File: src/rtl/demux1to2_32_buf.sv
// -----------------------------------------------------------------------------
// demux1to2_32_buf
//
// Routes 32-bit words from a single valid/ready source to one of two
// destination ports. Each destination owns an independent 2-entry FIFO, and
// each port keeps a 16-bit count of the words accepted for it.
//
// Ports
//   clk              rising-edge clock for all state
//   rst              asynchronous, active-high reset
//   i_data  [31:0]   word offered by the upstream source
//   i_sel            destination select: 1 -> port A, 0 -> port B
//   i_valid          upstream word valid
//   i_ready          selected FIFO has room (0 while rst is high)
//   a_data  [31:0]   head word of FIFO A (registered)
//   a_valid          FIFO A non-empty
//   a_ready          downstream A consumes the head word
//   b_data/b_valid/b_ready   same as above, for port B
//   a_cnt/b_cnt [15:0]       words accepted per port, wrapping modulo 2^16
// -----------------------------------------------------------------------------

// Two-entry in-order FIFO. The head word comes straight from storage, so
// nothing combinational links the write data to the read data.
module demux1to2_32_buf_fifo (
  input  logic        clk,
  input  logic        rst,
  input  logic        push,
  input  logic [31:0] wdata,
  input  logic        ready,
  output logic [31:0] rdata,
  output logic        valid,
  output logic        full
);

  typedef enum logic [1:0] {
    EMPTY = 2'd0,
    ONE   = 2'd1,
    FULL  = 2'd2
  } occ_t;

  occ_t        occ_q;
  occ_t        occ_d;
  logic [31:0] mem [2];
  logic        rd_ptr;
  logic        wr_ptr;
  logic        pop;

  assign valid = (occ_q != EMPTY);
  assign full  = (occ_q == FULL);
  assign pop   = valid && ready;
  assign rdata = mem[rd_ptr];

  // NOTE: always_ff blocks use non-blocking assignments only, so every
  // register samples the pre-edge value of every other register.
  always_ff @(posedge clk or posedge rst) begin
    if (rst) occ_q <= EMPTY;
    else     occ_q <= occ_d;
  end

  // Push with pop (or neither) leaves occupancy unchanged. The parent never
  // pushes into FULL, and pop implies non-EMPTY.
  always_comb begin
    // NOTE: assigning a default before the case keeps every path driven, so
    // no latch is inferred when new cases are added later.
    occ_d = occ_q;
    case ({push, pop})
      2'b10:   occ_d = (occ_q == EMPTY) ? ONE : FULL;
      2'b01:   occ_d = (occ_q == FULL)  ? ONE : EMPTY;
      default: occ_d = occ_q;
    endcase
  end

  // When both happen at occupancy ONE, the write lands in the slot that the
  // read pointer advances to, so the new word becomes the head.
  // NOTE: the storage is reset because the head word is a visible output that
  // must read as zero during and right after reset; with only two entries
  // this costs nothing that matters.
  always_ff @(posedge clk or posedge rst) begin
    if (rst) begin
      mem[0] <= 32'h0;
      mem[1] <= 32'h0;
      rd_ptr <= 1'b0;
      wr_ptr <= 1'b0;
    end else begin
      if (push) begin
        mem[wr_ptr] <= wdata;
        wr_ptr      <= ~wr_ptr;
      end
      if (pop) rd_ptr <= ~rd_ptr;
    end
  end

endmodule

module demux1to2_32_buf (
  input  logic        clk,
  input  logic        rst,
  input  logic [31:0] i_data,
  input  logic        i_sel,
  input  logic        i_valid,
  output logic        i_ready,
  output logic [31:0] a_data,
  output logic        a_valid,
  input  logic        a_ready,
  output logic [31:0] b_data,
  output logic        b_valid,
  input  logic        b_ready,
  output logic [15:0] a_cnt,
  output logic [15:0] b_cnt
);

  logic full_a;
  logic full_b;
  logic push_a;
  logic push_b;

  // Room is judged on registered occupancy only: a FULL FIFO refuses a word
  // even in the cycle it pops, which keeps i_ready free of any path from the
  // downstream ready inputs.
  assign i_ready = !rst && (i_sel ? !full_a : !full_b);
  assign push_a  = i_valid && i_ready &&  i_sel;
  assign push_b  = i_valid && i_ready && !i_sel;

  demux1to2_32_buf_fifo u_fifo_a (
    .clk   (clk),
    .rst   (rst),
    .push  (push_a),
    .wdata (i_data),
    .ready (a_ready),
    .rdata (a_data),
    .valid (a_valid),
    .full  (full_a)
  );

  demux1to2_32_buf_fifo u_fifo_b (
    .clk   (clk),
    .rst   (rst),
    .push  (push_b),
    .wdata (i_data),
    .ready (b_ready),
    .rdata (b_data),
    .valid (b_valid),
    .full  (full_b)
  );

  // Accepted-word counters wrap naturally at 16 bits.
  always_ff @(posedge clk or posedge rst) begin
    if (rst) begin
      a_cnt <= 16'h0;
      b_cnt <= 16'h0;
    end else begin
      if (push_a) a_cnt <= a_cnt + 16'd1;
      if (push_b) b_cnt <= b_cnt + 16'd1;
    end
  end

endmodule

File: config.mk
export PLATFORM = sky130hd
export DESIGN_NAME = demux1to2_32_buf
export DESIGN_NICKNAME = d
export VERILOG_FILES = /design/src/rtl/demux1to2_32_buf.sv
export SDC_FILE = /design/constraint.sdc
export NUM_CORES = 1
export LEC_CHECK = 0
export CELL_PAD_IN_SITES_DETAIL_PLACEMENT = 1
export CELL_PAD_IN_SITES_GLOBAL_PLACEMENT = 1
export CORE_MARGIN = 2
export CORE_UTILIZATION = 40
export DETAILED_ROUTE_END_ITERATION = 10
export HOLD_SLACK_MARGIN = 0.08
export PLACE_DENSITY = 0.85
export SYNTH_ARGS = -nofsm -noshare
export SYNTH_HDL_FRONTEND = slang
export SYNTH_SLANG_ARGS = --single-unit
File: constraint.sdc
create_clock -name clk -period 7.5 [get_ports clk]
set_input_delay 2.25 -clock clk [delete_from_list [all_inputs] [get_ports clk]]
set_output_delay 2.25 -clock clk [all_outputs]
set_load 0.02 [all_outputs]
==> run summary, run 1 <==
- 19.6 um — detail-routed net length per standard cell
- 0.00965 sq mm — design area
- 0.555 — share of synthesized area occupied by flip-flops and latches
- 0.00721 ns — worst clock skew
- clkdlybuf4s50_1 — most frequent cell on the critical path
- 0.00421 sq mm — Sequential Area
- 142 um — Vert. Die Dim
- primary input — Startpoint Class
- 0.804 — period utilization
- 0 — number of gates resized after CTS
- 5.09 — vias per inst
- 861 — dpl cells
- 36 — distinct cell type count of the synthesized netlist
- 4.28 nW — static leakage
- 0.00909 sq mm — post-detailed-placement cell area
- 1,833 — Filler Cells Inserted
- 0.00757 sq mm — summed instance area of the synthesized netlist
- 27.5% — Layout area overhead
- 0 ns — aggregate negative setup slack
- 0 — Post CTS Setup Buffer Count
- 0.438 — share of total power in combinational logic
- 0.06 ns — Worst-path clk slew
- clkdlybuf4s50_1 — cell with the biggest individual delay on the critical path
- 14.9 sq um — average footprint of a synthesized cell
- 6.03 ns — Period minus WS final
- 0.217 mV — worst voltage drop across the vdd grid
- 168 — number of sinks handled by clock tree synthesis
- 891 — final cell count without fillers
- 0.518 — Core Util, Final
- 509 — number of cells produced by synthesis
- 0 — number of antenna violations at the first check in global routing
- 5,120 — vias in the first global route
- 551 — syn_nets
- reg -> reg — hold crit path type
- 4 — H-tree depth
- 0.0186 sq mm — Core ar.
- no — unrepaired setup endpoints after global routing
- 0.00318 sq mm — area taken by multi-input logic gates
- 0 — count of hold-fix buffers inserted at cts
- 4,535 — via count
- 0.43 ns — Worst-Skew Late Latency
- in -> out — start-to-end type of the worst setup path
- 0.279 — Max-Slew Margin vs Limit
- 456 mW/mm^2 — pwr/cell area
- 0 — remaining antenna violation count
- 688 — fin nets
- 0.480 ns — Fin Hold WS
- 5.25 ns — required time of the critical path
- 0 — final max-slew violation count
- 0.356 — fraction of final layout cells sized beyond drive strength 1
- 0 — count of flip-flops with a built-in enable after synthesis
- 0 — post-route DRC violation count
- 1.50 mW — net switching component of the power
- 0.62 ns — Crit path largest cell delay
- 0.0200 sq mm — die area
- 0 — Max-cap violations
- 17,500 um — total detailed-routing wirelength
- 17 — total clock buffers created by CTS
- 136 — number of port buffers
- 1.08 ns — slew of the pin with the lowest slew margin
- 0 — number of warnings issued by yosys
- 1.00 — share of synthesized registers carrying an async set or reset
- clkdlybuf4s50_1 > or2_2 > a21oi_1 > clkdlybuf4s50_1 — cell-by-cell listing of the critical path
- 50 — number of core rows
- dfrtp_1 — Main synth FF type
- built — CTS tree
- 28,500 um — wire length of the first global-routing pass
- primary output — CP Capture Type
- 0 — final hold violation count
- finished, final reports clean — status
- 142 um — horizontal extent of the die
- 114 — Iter 0 DRT Violations
- 0.195 — clock network fraction of total power
- 0 — Ant. Diodes
- 0.406 — initial standard-cell utilization of the core
- 65 — pin count of the biggest net entering global routing
- 0 — GRT overflow
- 0.766 — final weighted congestion in routability-driven placement
- 168 — #FFs+latches synth
- 2.91 mW — internal power
- 0.340 — switching share of power
- 137 — number of top-level design ports
- 11,400 um — half-perimeter wire length after detailed placement
- 4 — largest fanout on the critical path
- 0.185 — GRT Resource Usage Total
- 0 — number of setup violations in the final report
- 166 MHz — FMAX
- 3.78 ns — crit path DAT
- 4 — Pre-Repair DR Iteration Count
- 2 — buffer levels on the longest clock path
- 0.367 — power share of the sequential group
- clkbuf_16 — library cell used as clock root buffer
## state kept, by name, summed over array words and instances (netlist names)
signal,flops
a_cnt,16
b_cnt,16
u_fifo_a.mem,64
u_fifo_a.occ_q,2
u_fifo_a.rd_ptr,1
u_fifo_a.wr_ptr,1
u_fifo_b.mem,64
u_fifo_b.occ_q,2
u_fifo_b.rd_ptr,1
u_fifo_b.wr_ptr,1
## layout make-up
| type | instances | area share |
|---|---|---|
| Clock inverter | 8 | 0.0102 |
| Sequential cell | 168 | 0.436 |
| Clock buffer | 22 | 0.0481 |
| Multi-Input combinational cell | 314 | 0.329 |
| Tap cell | 234 | 0.0303 |
| Inverter | 7 | 0.00376 |
| Timing Repair Buffer | 138 | 0.143 |
## metrics by stage
stage,power (mW),worst slack (ns)
2_1_floorplan,2.74,0.703
3_3_place_gp,3.45,1.49
3_5_place_dp,3.56,1.46
4_1_cts,4.45,1.46
5_1_grt,4.64,1.42
6_report,4.41,1.47
## final timing paths
| check | slack (ns) | depth (start not counted) | startpoint | to |
|---|---|---|---|---|
| worst max register to register | 5.13 | 5 | u_fifo_a.occ_q[0] | u_fifo_a.mem[50] |
| worst max-delay path | 1.47 | 4 | i_sel | i_ready |
| worst min register to register | 0.48 | 1 | a_cnt[15] | a_cnt[15] |
| min in group asynchronous | 2.33 | 2 | rst | a_cnt[5] |
| worst min-delay path | 0.48 | 1 | a_cnt[15] | a_cnt[15] |
| max in group asynchronous | 3.90 | 3 | rst | u_fifo_b.rd_ptr |
## layer usage
metal  part of all wire  global-route usage
met1               0.43               0.222
met2               0.51               0.324
met3              0.044              0.0506
met4              0.014              0.0568
met5                  0                   0
## cell families (layout without fill, tap and decap cells)
family	count (synthesis)	count (layout)	synth area share
and+or+nand+nor	75	75	0.0607
xor gates and xnor gates	36	36	0.0416
adders and majority gates	4	4	0.00661
AOI/OAI and AO/OA	7	7	0.00496
muxes	192	192	0.305
DFF	168	168	0.555
buffers and inverters	27	175	0.0254
## critical path, delay by kind of cell
| kind | cells | cell delay, ns |
|---|---|---|
| AOI/OAI and AO/OA | 1 | 0.15 |
| buffers and inverters | 2 | 1.07 |
| and+or+nand+nor | 1 | 0.31 |
## Yosys cell counts, types with 2 or more instances
cell type	count	area [sq um]
and2_1	4	25.0
clkbuf_1	8	30.0
nand3_1	12	60.1
buf_2	3	15.0
mux2_4	40	601
buf_6	3	33.8
nor4_1	2	12.5
mux2_2	148	1670
nand2_1	20	75.1
or2_2	3	18.8
buf_12	3	60.1
dfrtp_1	168	4200
nor3_1	6	30.0
nor4_4	2	42.5
nor2_8	2	40.0
buf_4	3	22.5
ha_1	4	50.1
mux2_1	4	45.0
nand4_1	6	37.5
nor2_1	7	26.3
xnor2_1	20	175
a21oi_1	5	25.0
inv_1	5	18.8
and3_1	4	25.0
xor2_1	16	140
## power groups by stage
stage | registers, mW | logic [mW] | clock network, mW
2_1_floorplan | 1.48 | 1.26 | 0
3_3_place_gp | 1.57 | 1.88 | 0
3_5_place_dp | 1.62 | 1.94 | 0
4_1_cts | 1.62 | 1.96 | 0.880
5_1_grt | 1.67 | 2.04 | 0.920
6_report | 1.62 | 1.93 | 0.861
## cells in the final DEF (no fill, tap or decap), types with 4 or more instances in the layout
cell type,count
mux2_2,148
a21oi_1,5
clkbuf_16,17
nand3_1,12
and2_1,4
ha_1,4
mux2_1,4
nor3_1,6
mux2_4,40
nor2_1,7
nand4_1,6
xnor2_1,20
xor2_1,16
clkdlybuf4s50_1,136
nand2_1,19
dfrtp_1,166
inv_1,4
and3_1,4
Power figures use the tool's default switching activity.
==> run 2, diff against run 1 <==
Settings changed: CORE_UTILIZATION 40 to 39, PLACE_DENSITY 0.85 to 0.86.
Clock period 7.5 ns to 5.5 ns, I/O delays scaled along.
==> run 2 against run 1 <==
First-iteration DRC count up 3.5%. Critical endpoint unchanged. Sequential power up 36%. Global-route usage rose by 0.18 points. Cell area up 1.4%. Wire length is 3.6% higher. Power grew 40%. Largest power group unchanged. Core utilization is essentially flat. Die area rose by 2.5%. Highest routed layer unchanged. Non-clock buffer count unchanged. Cell count up 3.1%. Register-to-register slack worse by 1.9 ns. Via count did not move. Critical path type unchanged.
==> run summary, run 2 (synthesis gave the netlist of run 1 again) <==
- 0 — post-route DRC violation count, unchanged
- 0.43 ns — Worst-Skew Late Latency, about the same
- dfrtp_1 — most common cell after layout, fill and taps aside
- 0.466 ns — Fin Hold WS, -0.0147 ns
- 4.93 — vias per inst, -3.0%
- 631 mW/mm^2 — pwr/cell area, +38%
- 0.361 — fraction of final layout cells sized beyond drive strength 1, +0.00499
- 0.07 ns — Worst-path clk slew, about the same
- 0.337 — switching share of power, -0.00275
- 1,851 — Filler Cells Inserted, +0.98%
- 140 — pin count of the biggest net entering global routing, +120%
- dfrtp_1, mux2_2, clkdlybuf4s50_1, mux2_4, xnor2_1 — most used cells in the layout excluding fill and tap cells
- 4 — H-tree depth, unchanged
- 0.342 mV — worst voltage drop across the vdd grid, +58%
- 0 — Ant. Diodes, unchanged
- 17 — total clock buffers created by CTS, unchanged
- 0 ns — aggregate negative setup slack, unchanged
- 0.641 ns — dpl ws, -0.821 ns
- 11,600 um — half-perimeter wire length after detailed placement, +1.1%
- primary input — Startpoint Class
- 0 — remaining antenna violation count, unchanged
- 4,535 — via count, unchanged
- 29,300 um — wire length of the first global-routing pass, +2.7%
- clkbuf_16 — library cell used as clock root buffer
- 0.948 ns — slew of the pin with the lowest slew margin, -0.132 ns
- 0 — number of gates resized after CTS, unchanged
- 4.85 ns — Period minus WS final
- 29.2% — Layout area overhead
- 0.881 — period utilization
- 0.654 ns — Final WS setup, -0.819 ns
- 688 — fin nets, unchanged
- 50 — number of core rows, unchanged
- 2.08 mW — net switching component of the power, +39%
- 19.7 um — detail-routed net length per standard cell, +0.45%
- built — CTS tree
- finished, final reports clean — status
- 118 — Iter 0 DRT Violations, +3.5%
- 3.18 ns — register-to-register setup slack, -1.95 ns
- 0.216 — clock network fraction of total power, +0.021
- 143 um — horizontal extent of the die, +1.2%
- primary output — CP Capture Type
- 0.0138 ns — worst clock skew, +0.00657 ns
- 0.426 — share of total power in combinational logic, -0.012
- 0 — final max-slew violation count, unchanged
- 4.09 mW — internal power, +41%
- 0 — count of hold-fix buffers inserted at cts, unchanged
- 0 — Max-cap violations, unchanged
- 4 — Pre-Repair DR Iteration Count, unchanged
- 0 — Post CTS Setup Buffer Count, unchanged
- 18,100 um — total detailed-routing wirelength, +3.6%
- 137 — number of top-level design ports, unchanged
- 2 — buffer levels on the longest clock path, unchanged
- reg -> reg — hold crit path type
- 4.32 nW — static leakage, +0.97%
- 0.401 — initial standard-cell utilization of the core, -0.00538
- 4 — largest fanout on the critical path, unchanged
- 0 — GRT overflow, unchanged
- 0.00978 sq mm — design area, +1.4%
- 0.0189 sq mm — Core ar., +1.3%
- 3.85 ns — required time of the critical path, -1.40 ns
- 0.0205 sq mm — die area, +2.5%
- 0.366 — Max-Slew Margin vs Limit, +0.0875
- 0.358 — power share of the sequential group, -0.009
- 143 um — Vert. Die Dim, +1.2%
- 136 — number of port buffers, unchanged
- no — unrepaired setup endpoints after global routing
- 0.00913 sq mm — post-detailed-placement cell area, +0.48%
- 0 — number of antenna violations at the first check in global routing, unchanged
- 0 — final hold violation count, unchanged
- 3.20 ns — crit path DAT, -0.58 ns
- 0.187 — GRT Resource Usage Total, +0.00176
- 5,312 — vias in the first global route, +3.8%
- u_fifo_a.mem x64, u_fifo_b.mem x64 — largest registers in the final layout
- 0 — number of setup violations in the final report, unchanged
- in -> out — start-to-end type of the worst setup path
- 206 MHz — FMAX
- 168 — number of sinks handled by clock tree synthesis, unchanged
- 0.768 — final weighted congestion in routability-driven placement, +0.18%
## run 2: cell types whose count changed in the layout (fill, tap and decap cells not counted)
cell	change
buf_12	+1
clkinv_4	+2
bufinv_16	+3
clkbuf_8	-2
clkbuf_1	-2
buf_4	-1
clkinvlp_4	+1
inv_8	+1
clkinv_2	-1
## run 2: critical path, cell delays in order
cell and delay, ns:
clkdlybuf4s50_1 0.45, or2_2 0.31, a21oi_1 0.16, clkdlybuf4s50_1 0.62
## run 2: area by class of cell
type | count | area, sq um | area share
Sequential cell | 168 | 4210 | 0.430
Multi-Input combinational cell | 314 | 3180 | 0.325
Timing Repair Buffer | 138 | 1390 | 0.142
Clock buffer | 18 | 429 | 0.0439
Tap cell | 260 | 325 | 0.0333
Clock inverter | 14 | 221 | 0.0226
Inverter | 7 | 35.0 | 0.00358
## run 2: power groups by stage
stage | Sequential (mW) | Clock [mW] | Combinational, mW
final | 2.21 | 1.33 | 2.63
after global placement | 2.14 | 0 | 2.57
after global routing | 2.29 | 1.42 | 2.79
after floorplan | 2.02 | 0 | 1.72
after detailed placement | 2.20 | 0 | 2.64
after CTS | 2.21 | 1.36 | 2.68
## run 2: metal layers
metal  up-vias  global-route usage  wire (um)
met5         -                   0          0
met4         0              0.0583        328
met3        26              0.0470        684
met2       103               0.332       9560
met1      2347               0.222       7540
li1       2059                   -          -
## run 2: stage by stage
| stage | power [mW] | util | instances |
|---|---|---|---|
| CTS | 6.24 | 0.518 | 919 |
| global route | 6.50 | 0.518 | 919 |
| global placement | 4.72 | 0.483 | 887 |
| detailed placement | 4.85 | 0.483 | 887 |
| finish | 6.17 | 0.518 | 919 |
| floorplan | 3.74 | - | 509 |
## run 2: final timing paths
| check | from | endpoint | cells past startpoint |
|---|---|---|---|
| max reg2reg | u_fifo_a.occ_q[0] | u_fifo_a.mem[60] | 6 |
| min in group asynchronous | rst | a_cnt[7] | 2 |
| min | a_cnt[15] | a_cnt[15] | 1 |
| min reg2reg | a_cnt[15] | a_cnt[15] | 1 |
| max in group asynchronous | rst | u_fifo_a.rd_ptr | 3 |
| max | i_sel | i_ready | 4 |
